--- src/rtl/hist_acq_sequencer_pkg.sv ---
// rtl/hist_acq_sequencer_pkg.sv - shared states, default sizes and width helper for the histogram sequencer
package hist_acq_sequencer_pkg;

  typedef enum logic [1:0] {
    ST_IDLE  = 2'd0,
    ST_CLEAR = 2'd1,
    ST_ACCUM = 2'd2,
    ST_SWAP  = 2'd3
  } state_e;

  localparam int DATA_NUM_DEF  = 2;
  localparam int PIXEL_NUM_DEF = 200;
  localparam int ACQ_NUM_DEF   = 33333;
  localparam int BIN_AW_DEF    = 8;

  // Counter width for a count that wraps at n-1; never narrower than one bit.
  function automatic int cnt_w(input int n);
    return (n > 1) ? $clog2(n) : 1;
  endfunction

endpackage

--- src/rtl/hist_acq_sequencer_frame_counter.sv ---
// rtl/hist_acq_sequencer_frame_counter.sv - nested timestamp/pixel/acquisition counters for one frame
module hist_frame_counter
  import hist_acq_sequencer_pkg::*;
#(
  parameter int   DATA_NUM  = DATA_NUM_DEF,
  parameter int   PIXEL_NUM = PIXEL_NUM_DEF,
  parameter int   ACQ_NUM   = ACQ_NUM_DEF,
  localparam int  IW        = cnt_w(DATA_NUM),
  localparam int  PW        = cnt_w(PIXEL_NUM),
  localparam int  AW        = cnt_w(ACQ_NUM)
) (
  input  logic          clk_i,
  input  logic          res_i,
  input  logic          inc_i,
  input  logic          clr_i,
  output logic [PW-1:0] pixel_idx_o,
  output logic [AW-1:0] acq_idx_o,
  output logic          last_in_frame_o
);

  localparam logic [IW-1:0] IN_MAX  = IW'(DATA_NUM - 1);
  localparam logic [PW-1:0] PIX_MAX = PW'(PIXEL_NUM - 1);
  localparam logic [AW-1:0] ACQ_MAX = AW'(ACQ_NUM - 1);

  logic [IW-1:0] in_q, in_d;
  logic [PW-1:0] pix_q, pix_d;
  logic [AW-1:0] acq_q, acq_d;
  logic          in_wrap, pix_wrap, acq_wrap;

  assign in_wrap  = (in_q == IN_MAX);
  assign pix_wrap = (pix_q == PIX_MAX);
  assign acq_wrap = (acq_q == ACQ_MAX);
  assign last_in_frame_o = inc_i && in_wrap && pix_wrap && acq_wrap;

  always_comb begin
    in_d  = in_q;
    pix_d = pix_q;
    acq_d = acq_q;
    if (clr_i) begin
      in_d  = '0;
      pix_d = '0;
      acq_d = '0;
    end else if (inc_i) begin
      if (in_wrap) begin
        in_d = '0;
        if (pix_wrap) begin
          pix_d = '0;
          acq_d = acq_wrap ? '0 : acq_q + 1'b1;
        end else begin
          pix_d = pix_q + 1'b1;
        end
      end else begin
        in_d = in_q + 1'b1;
      end
    end
  end

  always_ff @(posedge clk_i or posedge res_i) begin
    if (res_i) begin
      in_q  <= '0;
      pix_q <= '0;
      acq_q <= '0;
    end else begin
      in_q  <= in_d;
      pix_q <= pix_d;
      acq_q <= acq_d;
    end
  end

  assign pixel_idx_o = pix_q;
  assign acq_idx_o   = acq_q;

endmodule

--- src/rtl/hist_acq_sequencer.sv ---
// rtl/hist_acq_sequencer.sv - clears a histogram bank, gates timestamp increments into it, ping-pongs banks to readout
module hist_acq_sequencer
  import hist_acq_sequencer_pkg::*;
#(
  parameter int  DATA_NUM  = DATA_NUM_DEF,
  parameter int  PIXEL_NUM = PIXEL_NUM_DEF,
  parameter int  ACQ_NUM   = ACQ_NUM_DEF,
  parameter int  BIN_AW    = BIN_AW_DEF,
  localparam int PW        = cnt_w(PIXEL_NUM),
  localparam int AW        = cnt_w(ACQ_NUM)
) (
  input  logic              clk_i,
  input  logic              res_i,
  input  logic              start_i,
  input  logic              ts_valid_i,
  input  logic [BIN_AW-1:0] ts_addr_i,
  output logic              hist_we_o,
  output logic              hist_clr_o,
  output logic [BIN_AW-1:0] hist_addr_o,
  output logic              bank_sel_o,
  output logic [PW-1:0]     pixel_idx_o,
  output logic [AW-1:0]     acq_idx_o,
  output logic              frame_done_o,
  output logic              bank_valid_o,
  output logic              bank_id_o,
  input  logic              bank_ready_i,
  output logic              busy_o,
  output logic              ts_dropped_o
);

  state_e            state_q;
  logic              hist_we_q, hist_clr_q, bank_sel_q, frame_done_q;
  logic              bank_valid_q, bank_id_q, busy_q, ts_dropped_q;
  logic [BIN_AW-1:0] hist_addr_q;
  logic              cnt_inc, last_in_frame;

  assign cnt_inc = (state_q == ST_ACCUM) && ts_valid_i;

  hist_frame_counter #(
    .DATA_NUM  (DATA_NUM),
    .PIXEL_NUM (PIXEL_NUM),
    .ACQ_NUM   (ACQ_NUM)
  ) u_frame_counter (
    .clk_i           (clk_i),
    .res_i           (res_i),
    .inc_i           (cnt_inc),
    .clr_i           (last_in_frame),
    .pixel_idx_o     (pixel_idx_o),
    .acq_idx_o       (acq_idx_o),
    .last_in_frame_o (last_in_frame)
  );

  // In CLEAR the address register doubles as the clear counter.
  always_ff @(posedge clk_i or posedge res_i) begin
    if (res_i) begin
      state_q      <= ST_IDLE;
      hist_we_q    <= 1'b0;
      hist_clr_q   <= 1'b0;
      hist_addr_q  <= '0;
      bank_sel_q   <= 1'b0;
      frame_done_q <= 1'b0;
      bank_valid_q <= 1'b0;
      bank_id_q    <= 1'b0;
      busy_q       <= 1'b0;
      ts_dropped_q <= 1'b0;
    end else begin
      hist_we_q    <= 1'b0;
      hist_clr_q   <= 1'b0;
      frame_done_q <= 1'b0;
      if (bank_valid_q && bank_ready_i) bank_valid_q <= 1'b0;
      case (state_q)
        ST_IDLE: begin
          if (start_i) begin
            state_q      <= ST_CLEAR;
            busy_q       <= 1'b1;
            hist_we_q    <= 1'b1;
            hist_clr_q   <= 1'b1;
            hist_addr_q  <= '0;
            ts_dropped_q <= 1'b0;
          end
        end
        ST_CLEAR: begin
          if (ts_valid_i) ts_dropped_q <= 1'b1;
          if (hist_addr_q == '1) begin
            state_q <= ST_ACCUM;
          end else begin
            hist_we_q   <= 1'b1;
            hist_clr_q  <= 1'b1;
            hist_addr_q <= hist_addr_q + 1'b1;
          end
        end
        ST_ACCUM: begin
          if (ts_valid_i) begin
            hist_we_q   <= 1'b1;
            hist_addr_q <= ts_addr_i;
            if (last_in_frame) state_q <= ST_SWAP;
          end
        end
        ST_SWAP: begin
          // The registered bank_valid makes a same-cycle handshake still cost one stall cycle.
          if (bank_valid_q) begin
            if (ts_valid_i) ts_dropped_q <= 1'b1;
          end else begin
            bank_valid_q <= 1'b1;
            bank_id_q    <= bank_sel_q;
            bank_sel_q   <= ~bank_sel_q;
            frame_done_q <= 1'b1;
            if (start_i) begin
              state_q      <= ST_CLEAR;
              hist_we_q    <= 1'b1;
              hist_clr_q   <= 1'b1;
              hist_addr_q  <= '0;
              ts_dropped_q <= 1'b0;
            end else begin
              state_q <= ST_IDLE;
              busy_q  <= 1'b0;
            end
          end
        end
        default: state_q <= ST_IDLE;
      endcase
    end
  end

  assign hist_we_o    = hist_we_q;
  assign hist_clr_o   = hist_clr_q;
  assign hist_addr_o  = hist_addr_q;
  assign bank_sel_o   = bank_sel_q;
  assign frame_done_o = frame_done_q;
  assign bank_valid_o = bank_valid_q;
  assign bank_id_o    = bank_id_q;
  assign busy_o       = busy_q;
  assign ts_dropped_o = ts_dropped_q;

endmodule

--- config.mk ---
export PLATFORM = sky130hd
export DESIGN_NAME = hist_acq_sequencer
export DESIGN_NICKNAME = d
export VERILOG_FILES = /design/src/rtl/hist_acq_sequencer_pkg.sv /design/src/rtl/hist_acq_sequencer_frame_counter.sv /design/src/rtl/hist_acq_sequencer.sv
export SDC_FILE = /design/constraint.sdc
export NUM_CORES = 1
export LEC_CHECK = 0
export ABC_AREA = 1
export CORE_AREA = 2 2 84 86
export CTS_CLUSTER_SIZE = 28
export DETAILED_ROUTE_END_ITERATION = 8
export DIE_AREA = 0 0 86 88
export PLACE_DENSITY = 0.77
export SLEW_MARGIN = 20
export SYNTH_ARGS = -nofsm -noshare
export SYNTH_HDL_FRONTEND = slang
export SYNTH_SLANG_ARGS = --single-unit
export TNS_END_PERCENT = 20
--- constraint.sdc ---
create_clock -name clk_i -period 1.7 [get_ports clk_i]
set_input_delay 0.255 -clock clk_i [delete_from_list [all_inputs] [get_ports clk_i]]
set_output_delay 0.255 -clock clk_i [all_outputs]
set_load 0.02 [all_outputs]
==> results of run 1 <==
-- metal layers --
| metal | GRT usage (%) | vias up | part of all wire [%] |
|---|---|---|---|
| li1 | - | 1288 | - |
| met1 | 22.80 | 1195 | 45 |
| met2 | 30.30 | 71 | 49 |
| met3 | 3.864 | 7 | 4.8 |
| met4 | 5.195 | 0 | 0.97 |
| met5 | 0 | - | 0 |
-- registers in the layout, indices dropped and copies added, names as in the netlist --
name and flops:
state_q 2, hist_clr_o 1, bank_sel_o 1, ts_dropped_o 1, u_frame_counter.in_q 1, hist_addr_o 8, u_frame_counter.acq_idx_o 16, bank_valid_o 1
u_frame_counter.pixel_idx_o 8, frame_done_o 1, busy_o 1, bank_id_o 1, hist_we_o 1
-- final timing paths --
path	slack, ps	endpoint	depth (start not counted)	start
setup / recovery	60	acq_idx_o[14]	1	u_frame_counter.acq_idx_o[14]
min in group clk_i	490	bank_id_o	2	bank_id_o
setup reg to reg	90	u_frame_counter.acq_idx_o[6]	7	state_q[0]
hold / removal	290	u_frame_counter.pixel_idx_o[0]	3	res_i
max in group asynchronous	1180	u_frame_counter.acq_idx_o[2]	3	res_i
hold reg to reg	490	bank_id_o	2	bank_id_o
-- power groups by stage --
stage	Clock, uW	Combinational [uW]	Sequential (uW)
finish	810	1890	1540
global route	897	2110	1570
CTS	843	1890	1530
detailed placement	0	1900	1550
global placement	0	1860	1540
floorplan	0	827	1760
-- Yosys cell counts (2+ instances only) --
cell / number / share of area (%)
o21ai_2: 3 / 1.0
nand3_1: 32 / 6.2
nor2_1: 30 / 4.4
ha_1: 8 / 3.9
a32oi_1: 2 / 0.68
o21ai_0: 28 / 5.4
nand2_1: 111 / 16
a21oi_1: 9 / 1.7
inv_1: 47 / 6.8
xor2_1: 8 / 2.7
buf_2: 4 / 0.78
buf_6: 2 / 0.87
dfrtp_1: 43 / 42
nor3_1: 7 / 1.4
nand4_1: 13 / 3.2
-- repair_timing --
item / CTS / global route
pin swaps: 0 / 1
cloned: 0 / 0
gates resized for setup: 5 / 9
setup endpoints to repair: 5 / 28
-- metrics by stage --
stage / std cells / area (um2)
6_report: 505 / 3403
5_1_grt: 505 / 3403
4_1_cts: 505 / 3382
3_5_place_dp: 497 / 3273
3_3_place_gp: 497 / 3273
2_1_floorplan: 358 / 2581
-- area by class of cell --
class	count	area [um2]	share of cell area (%)
clock inverters	3	43.79	1.287
clock buffers	5	68.82	2.022
repair buffers	66	646.9	19.01
well taps	80	100.1	2.941
multi-input cells	260	1285	37.76
flip-flops and latches	43	1079	31.69
inverters	48	180.2	5.294
-- cell families (layout without fill, tap and decap cells) --
group	Yosys count	in the layout	share of synthesized area, %
adder cells (fa/ha/maj)	8	8	3.878
XOR/XNOR	8	8	2.715
AND/OR/NAND/NOR	197	197	32.72
buffers and inverters	55	122	8.773
AO/OA/AOI/OAI	47	47	10.23
flip-flops	43	43	41.69
==> flow_summary_export.csv, run 1 <==
group,metric,value,unit
clocking,clkLatencyLatePin,300,ps
clocking,post_cts_buffers,0,
detailed_routing,wl_per_cell,12.41,um
worst_setup_path,critPathSlowestCell,"clkdlybuf4s50_1",
hold_path,hold_path.class,"input pin to async pin",
detailed_routing,drt-initial-drc-count,162,
global_route,grt_max_degree,44,
power_and_ir_drop,power.total,4236,uW
timing,slew_violations,0,
timing,maxSlewHeadroom,80.30,%
synthesis,synth_fp_nets,379,
global_route,grt_first_pass_wirelength,10870,um
synthesis,syn_inst,358,
global_route,grt_overflow,0,
placed_design,hpwl,4757,um
run_status,status,"complete, no violations",
power_and_ir_drop,power.density,1245,nW/um2
synthesis,ys_seq_area_share,41.69,%
detailed_routing,viasPerCell,5.071,
clocking,cts_buffers,5,
detailed_routing,via_count,2561,
worst_setup_path,endpoint_kind,"output port",
cells_and_area,layout_common_cells,"nand2_1 (111), inv_1 (46), clkdlybuf4s50_1 (44)",
worst_setup_path,cp_max_fo,5,
timing,setup_viol,0,
global_route,grt_pass1_vias,2474,
worst_setup_path,arrival,1380,ps
clocking,ctsLongestPathBuffers,2,
floorplanning,initial_core_util,38.85,%
synthesis,avgSynthCellArea,7.210,um2
floorplanning,fp.dieW,86,um
floorplanning,io_pins,53,
global_route,grt_usage,17.79,%
power_and_ir_drop,power_frac_seq,36.2,%
timing,finalHoldViolCount,0,
timing,whs,294.4,ps
global_route,antenna_found_initial,0,
timing,fmax,0.6099,GHz
cells_and_area,num_antenna_cells,0,
power_and_ir_drop,leakage,0.001759,uW
timing,fin_skew,8.475,ps
detailed_routing,wirelength,6269,um
run,cap_violations,0,
cells_and_area,syn_to_final_growth,31.85,%
worst_setup_path,crit_chain,"clkdlybuf4s50_1",
clocking,cts_root_buf,"clkbuf_8",
clocking,cts_max_level,2,
cells_and_area,n_fill_cell,656,
power_and_ir_drop,cell_internal_pwr,2553,uW
floorplanning,rows,30,
floorplanning,die_area,7568,um2
floorplanning,core_area,6644,um2
power_and_ir_drop,p_clk_share,19.1,%
floorplanning,chipHeight,88,um
worst_setup_path,start_kind,"register",
synthesis,ys_warn_count,0,
cells_and_area,fin_nets,445,
worst_setup_path,cpPeakStageDelay,640,ps
clocking,cts_tree,"done",
synthesis,ys_types,26,
synthesis,dominantRegCellSynth,"dfrtp_1",
synthesis,synth_edf_count,0,
clocking,postCtsHoldBufs,0,
timing,finalWorstSetupSlack,60.44,ps
timing,min_period_over_period,96.44,%
placed_design,port_buffers,52,
worst_setup_path,worst-path-buf-inv,1,
cells_and_area,final_common_cell,"nand2_1",
clocking,clkSinkCount,43,
placed_design,dp_slack,-29.99,ps
placed_design,gp_congestion,0.9301,
power_and_ir_drop,comb_power_share,44.6,%
power_and_ir_drop,swShare,39.72,%
timing,grt_setup_unrepaired,"yes",
worst_setup_path,critPathTopFamily,"buffers and inverters",
cells_and_area,drive_gt1_share,7.765,%
power_and_ir_drop,p_switching,1683,uW
synthesis,syn_area,2581,um2
synthesis,async_flop_share,100.0,%
clocking,clk_pin_slew,90,ps
detailed_routing,ant_nets,0,
worst_setup_path,worstPathRequired,1440,ps
cells_and_area,fin_util,51.22,%
synthesis,ys_seq_elements,43,
timing,tightest_slew,294.7,ps
power_and_ir_drop,vdd_ir_drop_max,0.7041,mV
worst_setup_path,critical_path_class,"register to output port",
detailed_routing,post-route-drc-count,0,
timing,fin_setup_tns,0,ps
detailed_routing,dr.pass1.iters,4,
timing,min_period,1640,ps
(Power assumes the default switching activity.)
==> inputs of run 2 (changes only) <==
Settings changed: PLACE_DENSITY 0.77 to 0.72.
==> flow_summary_export.csv, run 2 (same netlist as run 1, synthesis figures left out) <==
group,metric,value,unit
timing,fmax,0.6012,GHz
clocking,cts_tree,"done",
power_and_ir_drop,power.total,4121,uW
worst_setup_path,start_kind,"register",
cells_and_area,num_antenna_cells,0,
floorplanning,core_area,6644,um2
cells_and_area,layout_common_cells,"nand2_1 (110), clkdlybuf4s50_1 (46), inv_1 (45)",
global_route,grt_usage,17.70,%
global_route,grt_first_pass_wirelength,10650,um
timing,slew_violations,0,
timing,setup_viol,0,
timing,maxSlewHeadroom,82.26,%
cells_and_area,fin_nets,445,
detailed_routing,via_count,2561,
run,cap_violations,0,
detailed_routing,ant_nets,0,
floorplanning,io_pins,53,
detailed_routing,wirelength,6330,um
hold_path,hold_path.class,"input pin to async pin",
global_route,grt_max_degree,44,
clocking,clkSinkCount,43,
clocking,cts_buffers,5,
worst_setup_path,critPathTopFamily,"buffers and inverters",
floorplanning,initial_core_util,38.85,%
run_status,status,"complete, no violations",
worst_setup_path,cpPeakStageDelay,640,ps
clocking,clk_pin_slew,80,ps
cells_and_area,drive_gt1_share,8.491,%
detailed_routing,drt-initial-drc-count,144,
detailed_routing,dr.pass1.iters,4,
timing,tightest_slew,264.1,ps
global_route,grt-busiest-layer,"met2",
worst_setup_path,worstPathRequired,1440,ps
cells_and_area,instances_no_fill,504,
worst_setup_path,crit_chain,"clkdlybuf4s50_1",
worst_setup_path,endpoint_kind,"output port",
timing,finalHoldViolCount,0,
floorplanning,fp.dieW,86,um
placed_design,gp_congestion,0.8524,
cells_and_area,fin_util,51.17,%
placed_design,dp_slack,-15.06,ps
timing,min_period_over_period,97.84,%
floorplanning,chipHeight,88,um
placed_design,placed_cells,497,
floorplanning,rows,30,
global_route,gr-usage-met1,21.14,%
global_route,met3_usage,4.713,%
cells_and_area,n_fill_cell,636,
detailed_routing,viasPerCell,5.081,
power_and_ir_drop,leakage,0.001756,uW
cells_and_area,syn_to_final_growth,31.70,%
global_route,antenna_found_initial,0,
cells_and_area,largest_register_ffs,16,
clocking,cts_max_level,2,
placed_design,placedInstanceArea,3273,um2
worst_setup_path,worst-path-buf-inv,1,
worst_setup_path,cp_max_fo,9,
worst_setup_path,critical_path_class,"register to output port",
detailed_routing,wl_per_cell,12.56,um
timing,fin_skew,3.705,ps
timing,grt_setup_unrepaired,"no",
global_route,grt_overflow,0,
cells_and_area,final_common_cell,"nand2_1",
timing,min_period,1663,ps
global_route,met2_usage,30.66,%
placed_design,port_buffers,52,
placed_design,hpwl,4693,um
clocking,post_cts_buffers,0,
worst_setup_path,arrival,1410,ps
power_and_ir_drop,vdd_ir_drop_max,0.5251,mV
clocking,cts_root_buf,"clkbuf_8",
cells_and_area,design_area,3400,um2
timing,finalWorstSetupSlack,36.71,ps
power_and_ir_drop,power.density,1212,nW/um2
detailed_routing,post-route-drc-count,0,
clocking,ctsLongestPathBuffers,2,
global_route,grt_pass1_vias,2439,
worst_setup_path,critPathSlowestCell,"clkdlybuf4s50_1",
floorplanning,die_area,7568,um2
clocking,clkLatencyLatePin,300,ps
## run 2: changes by cell type in the layout (fill, tap and decap cells not counted), sizes merged
cell,delta
clkinv,-2
dlymetal6s2s,+1
dlygate4sd2,-3
bufinv,-1
clkdlybuf4s50,+2
inv,+1
clkbuf,+1
## run 2: final cells by class
| cell class | count | area [um2] | area share (%) |
|---|---|---|---|
| timing repair buffer | 66 | 653.1 | 19.21 |
| inverter | 48 | 180.2 | 5.300 |
| sequential | 43 | 1079 | 31.73 |
| tap | 80 | 100.1 | 2.944 |
| multi-input combinational | 260 | 1300 | 38.24 |
| clock inverter | 1 | 5.005 | 0.1472 |
| clock buffer | 6 | 82.58 | 2.429 |
## run 2: final timing paths
check                                              from                              to  slack [ps]  cells past startpoint
max                        u_frame_counter.acq_idx_o[2]                    acq_idx_o[2]          40                      1
min                                               res_i  u_frame_counter.pixel_idx_o[6]         310                      3
max reg2reg                                  state_q[1]                  hist_addr_o[7]         130                      7
min reg2reg                                   bank_id_o                       bank_id_o         510                      2
max in group asynchronous                         res_i                      state_q[1]        1170                      3
min in group clk_i                            bank_id_o                       bank_id_o         510                      2
## run 2: power by group
group	switching [uW]	total, uW	internal (uW)
Sequential	257	1530	1280
Clock	353	672	319
Combinational	1060	1910	850
## run 2: what timing repair did
action	CTS	global route
pin swaps	0	1
gates resized for setup	2	15
hold buffers	0	0
setup endpoints to repair	2	30
## run 2: metal layers
metal	up-vias	wire length, um
li1	1291	-
met1	1180	2723
met3	15	392
met4	0	153
met2	75	3061
met5	-	0
## run 2: metrics by stage
step	TNS (ps)	hold slack, ps
2_1_floorplan	0	362.6
3_3_place_gp	0	469.0
3_5_place_dp	-15.06	497.0
4_1_cts	0	323.6
5_1_grt	0	334.6
6_report	0	311.7
==> inputs of run 3 (changes only) <==
Settings changed: CELL_PAD_IN_SITES_DETAIL_PLACEMENT set to 1, CELL_PAD_IN_SITES_GLOBAL_PLACEMENT set to 1, CORE_AREA 2 2 84 86 to 2 2 92 94, DIE_AREA 0 0 86 88 to 0 0 94 96, PLACE_DENSITY 0.72 to 0.8.
==> flow_summary_export.csv, run 3 (same netlist as run 1, synthesis figures left out) <==
group,metric,value,unit
detailed_routing,post-route-drc-count,0,
worst_setup_path,endpoint_kind,"output port",
timing,finalWorstSetupSlack,34.11,ps
timing,finalHoldViolCount,0,
worst_setup_path,start_kind,"register",
timing,fmax,0.6003,GHz
worst_setup_path,cpPeakStageDelay,640,ps
timing,fin_skew,9.419,ps
cells_and_area,final_common_cell,"nand2_1",
run,cap_violations,0,
timing,slew_violations,0,
detailed_routing,drt-initial-drc-count,99,
global_route,grt_overflow,0,
floorplanning,io_pins,53,
power_and_ir_drop,cell_internal_pwr,2646,uW
power_and_ir_drop,comb_power_share,46.8,%
timing,maxSlewHeadroom,81.36,%
global_route,grt_usage,17.40,%
worst_setup_path,critPathTopFamily,"buffers and inverters",
worst_setup_path,critPathSlowestCell,"clkdlybuf4s50_1",
detailed_routing,wl_per_cell,13.66,um
power_and_ir_drop,swShare,40.23,%
placed_design,gp_congestion,0.8535,
global_route,grt_max_degree,44,
worst_setup_path,crit_chain,"clkdlybuf4s50_1",
timing,grt_setup_unrepaired,"yes",
global_route,grt_first_pass_wirelength,12450,um
global_route,grt_pass1_vias,2691,
clocking,cts_tree,"done",
floorplanning,fp.dieW,94,um
cells_and_area,largest_register_ffs,16,
worst_setup_path,reg2regPathDepth,8,
clocking,clkSinkCount,43,
detailed_routing,wirelength,7297,um
timing,whs,279.9,ps
detailed_routing,via_count,2602,
power_and_ir_drop,p_switching,1781,uW
detailed_routing,viasPerCell,4.873,
worst_setup_path,critical_path_depth,1,
cells_and_area,drive_gt1_share,9.790,%
worst_setup_path,critical_path_class,"register to output port",
cells_and_area,num_antenna_cells,0,
cells_and_area,instances_no_fill,534,
placed_design,dp_slack,-27.15,ps
floorplanning,chipHeight,96,um
floorplanning,die_area,9024,um2
power_and_ir_drop,power_frac_seq,34.4,%
floorplanning,core_area,8051,um2
timing,min_period,1666,ps
clocking,cts_root_buf,"clkbuf_8",
run_status,status,"complete, no violations",
timing,setup_viol,0,
worst_setup_path,timing.rr.end,"hist_addr_o[7]",
power_and_ir_drop,vdd_ir_drop_max,0.6243,mV
cells_and_area,multi_input_area,1305,um2
floorplanning,rows,33,
clocking,cts_max_level,2,
power_and_ir_drop,power.density,1267,nW/um2
worst_setup_path,worstPathRequired,1440,ps
power_and_ir_drop,p_clk_share,18.8,%
placed_design,hpwl,5627,um
hold_path,hold_path.class,"input pin to async pin",
clocking,clkLatencyLatePin,300,ps
worst_setup_path,worst-path-buf-inv,1,
power_and_ir_drop,leakage,0.001778,uW
cells_and_area,seq_area,1079,um2
timing,min_period_over_period,97.99,%
worst_setup_path,arrival,1410,ps
placed_design,placed_cells,526,
clocking,clk_pin_slew,100,ps
clocking,postCtsHoldBufs,0,
cells_and_area,fin_nets,449,
worst_setup_path,cp_max_fo,9,
detailed_routing,ant_nets,0,
cells_and_area,layout_common_cells,"nand2_1 (110), inv_1 (45), clkdlybuf4s50_1 (45)",
clocking,post_cts_buffers,0,
worst_setup_path,r2r_start,"state_q[0]",
timing,tightest_slew,278.6,ps
cells_and_area,syn_to_final_growth,35.39,%
clocking,cts_buffers,5,
global_route,antenna_found_initial,0,
floorplanning,initial_core_util,32.06,%
clocking,ctsLongestPathBuffers,2,
detailed_routing,dr.pass1.iters,5,
cells_and_area,n_fill_cell,1037,
worst_setup_path,ff2ff_setup_slack,90,ps
placed_design,port_buffers,52,
run 3: changes by cell type in the layout (fill, tap and decap cells not counted), sizes merged:
cell,change
dlymetal6s2s,-1
inv,-1
clkinv,+2
buf,+4
clkdlybuf4s50,-1
bufinv,+1
clkbuf,-1
dlygate4sd2,+2
run 3: stage by stage:
stage	total power [uW]	TNS (ps)	utilization [%]	area [um2]
floorplan	2588	0	-	2581
global placement	3514	-12.50	41.57	3347
detailed placement	3582	-44.56	41.57	3347
CTS	4414	0	42.94	3457
global route	4742	-26.10	43.40	3495
finish	4428	0	43.40	3495
run 3: what timing repair did:
action,in CTS,in global routing
resized for setup,4,15
cloned,0,0
hold endpoints to repair,0,0
endpoints found under the setup margin,4,23
run 3: worst max path at each step:
stage	startpoint	endpoint	slack, ps
after global placement	ts_valid_i	u_frame_counter.acq_idx_o[6]	-10
after floorplan	state_q[0]	state_q[1]	130
after CTS	u_frame_counter.acq_idx_o[8]	acq_idx_o[8]	3
final	u_frame_counter.acq_idx_o[2]	acq_idx_o[2]	30
after global routing	state_q[0]	hist_addr_o[7]	-20
after detailed placement	ts_valid_i	u_frame_counter.acq_idx_o[6]	-30
run 3: layout make-up:
class / count / share of cell area [%]
multi-input combinational: 260 / 37.34
sequential: 43 / 30.86
timing repair buffer: 70 / 19.66
inverter: 48 / 5.156
tap: 105 / 3.759
clock buffer: 5 / 1.969
clock inverter: 3 / 1.253
run 3: worst min-delay path, stage by stage:
cell	delay (ps)
clkdlybuf4s50_1	400
clkinv_1	70
buf_12	240
run 3: power by group through the flow:
stage               logic [uW]  registers, uW  clock network [uW]
finish                    2070           1520                 833
global route              2280           1570                 886
global placement          1980           1530                   0
floorplan                  827           1760                   0
CTS                       2050           1530                 838
detailed placement        2040           1540                   0
run 3: routing by layer:
layer | track usage (%) | share of wire (%)
met2 | 32.20 | 51
met3 | 2.819 | 2.9
met1 | 21.22 | 45
met4 | 3.986 | 0.60
met5 | 0 | 0
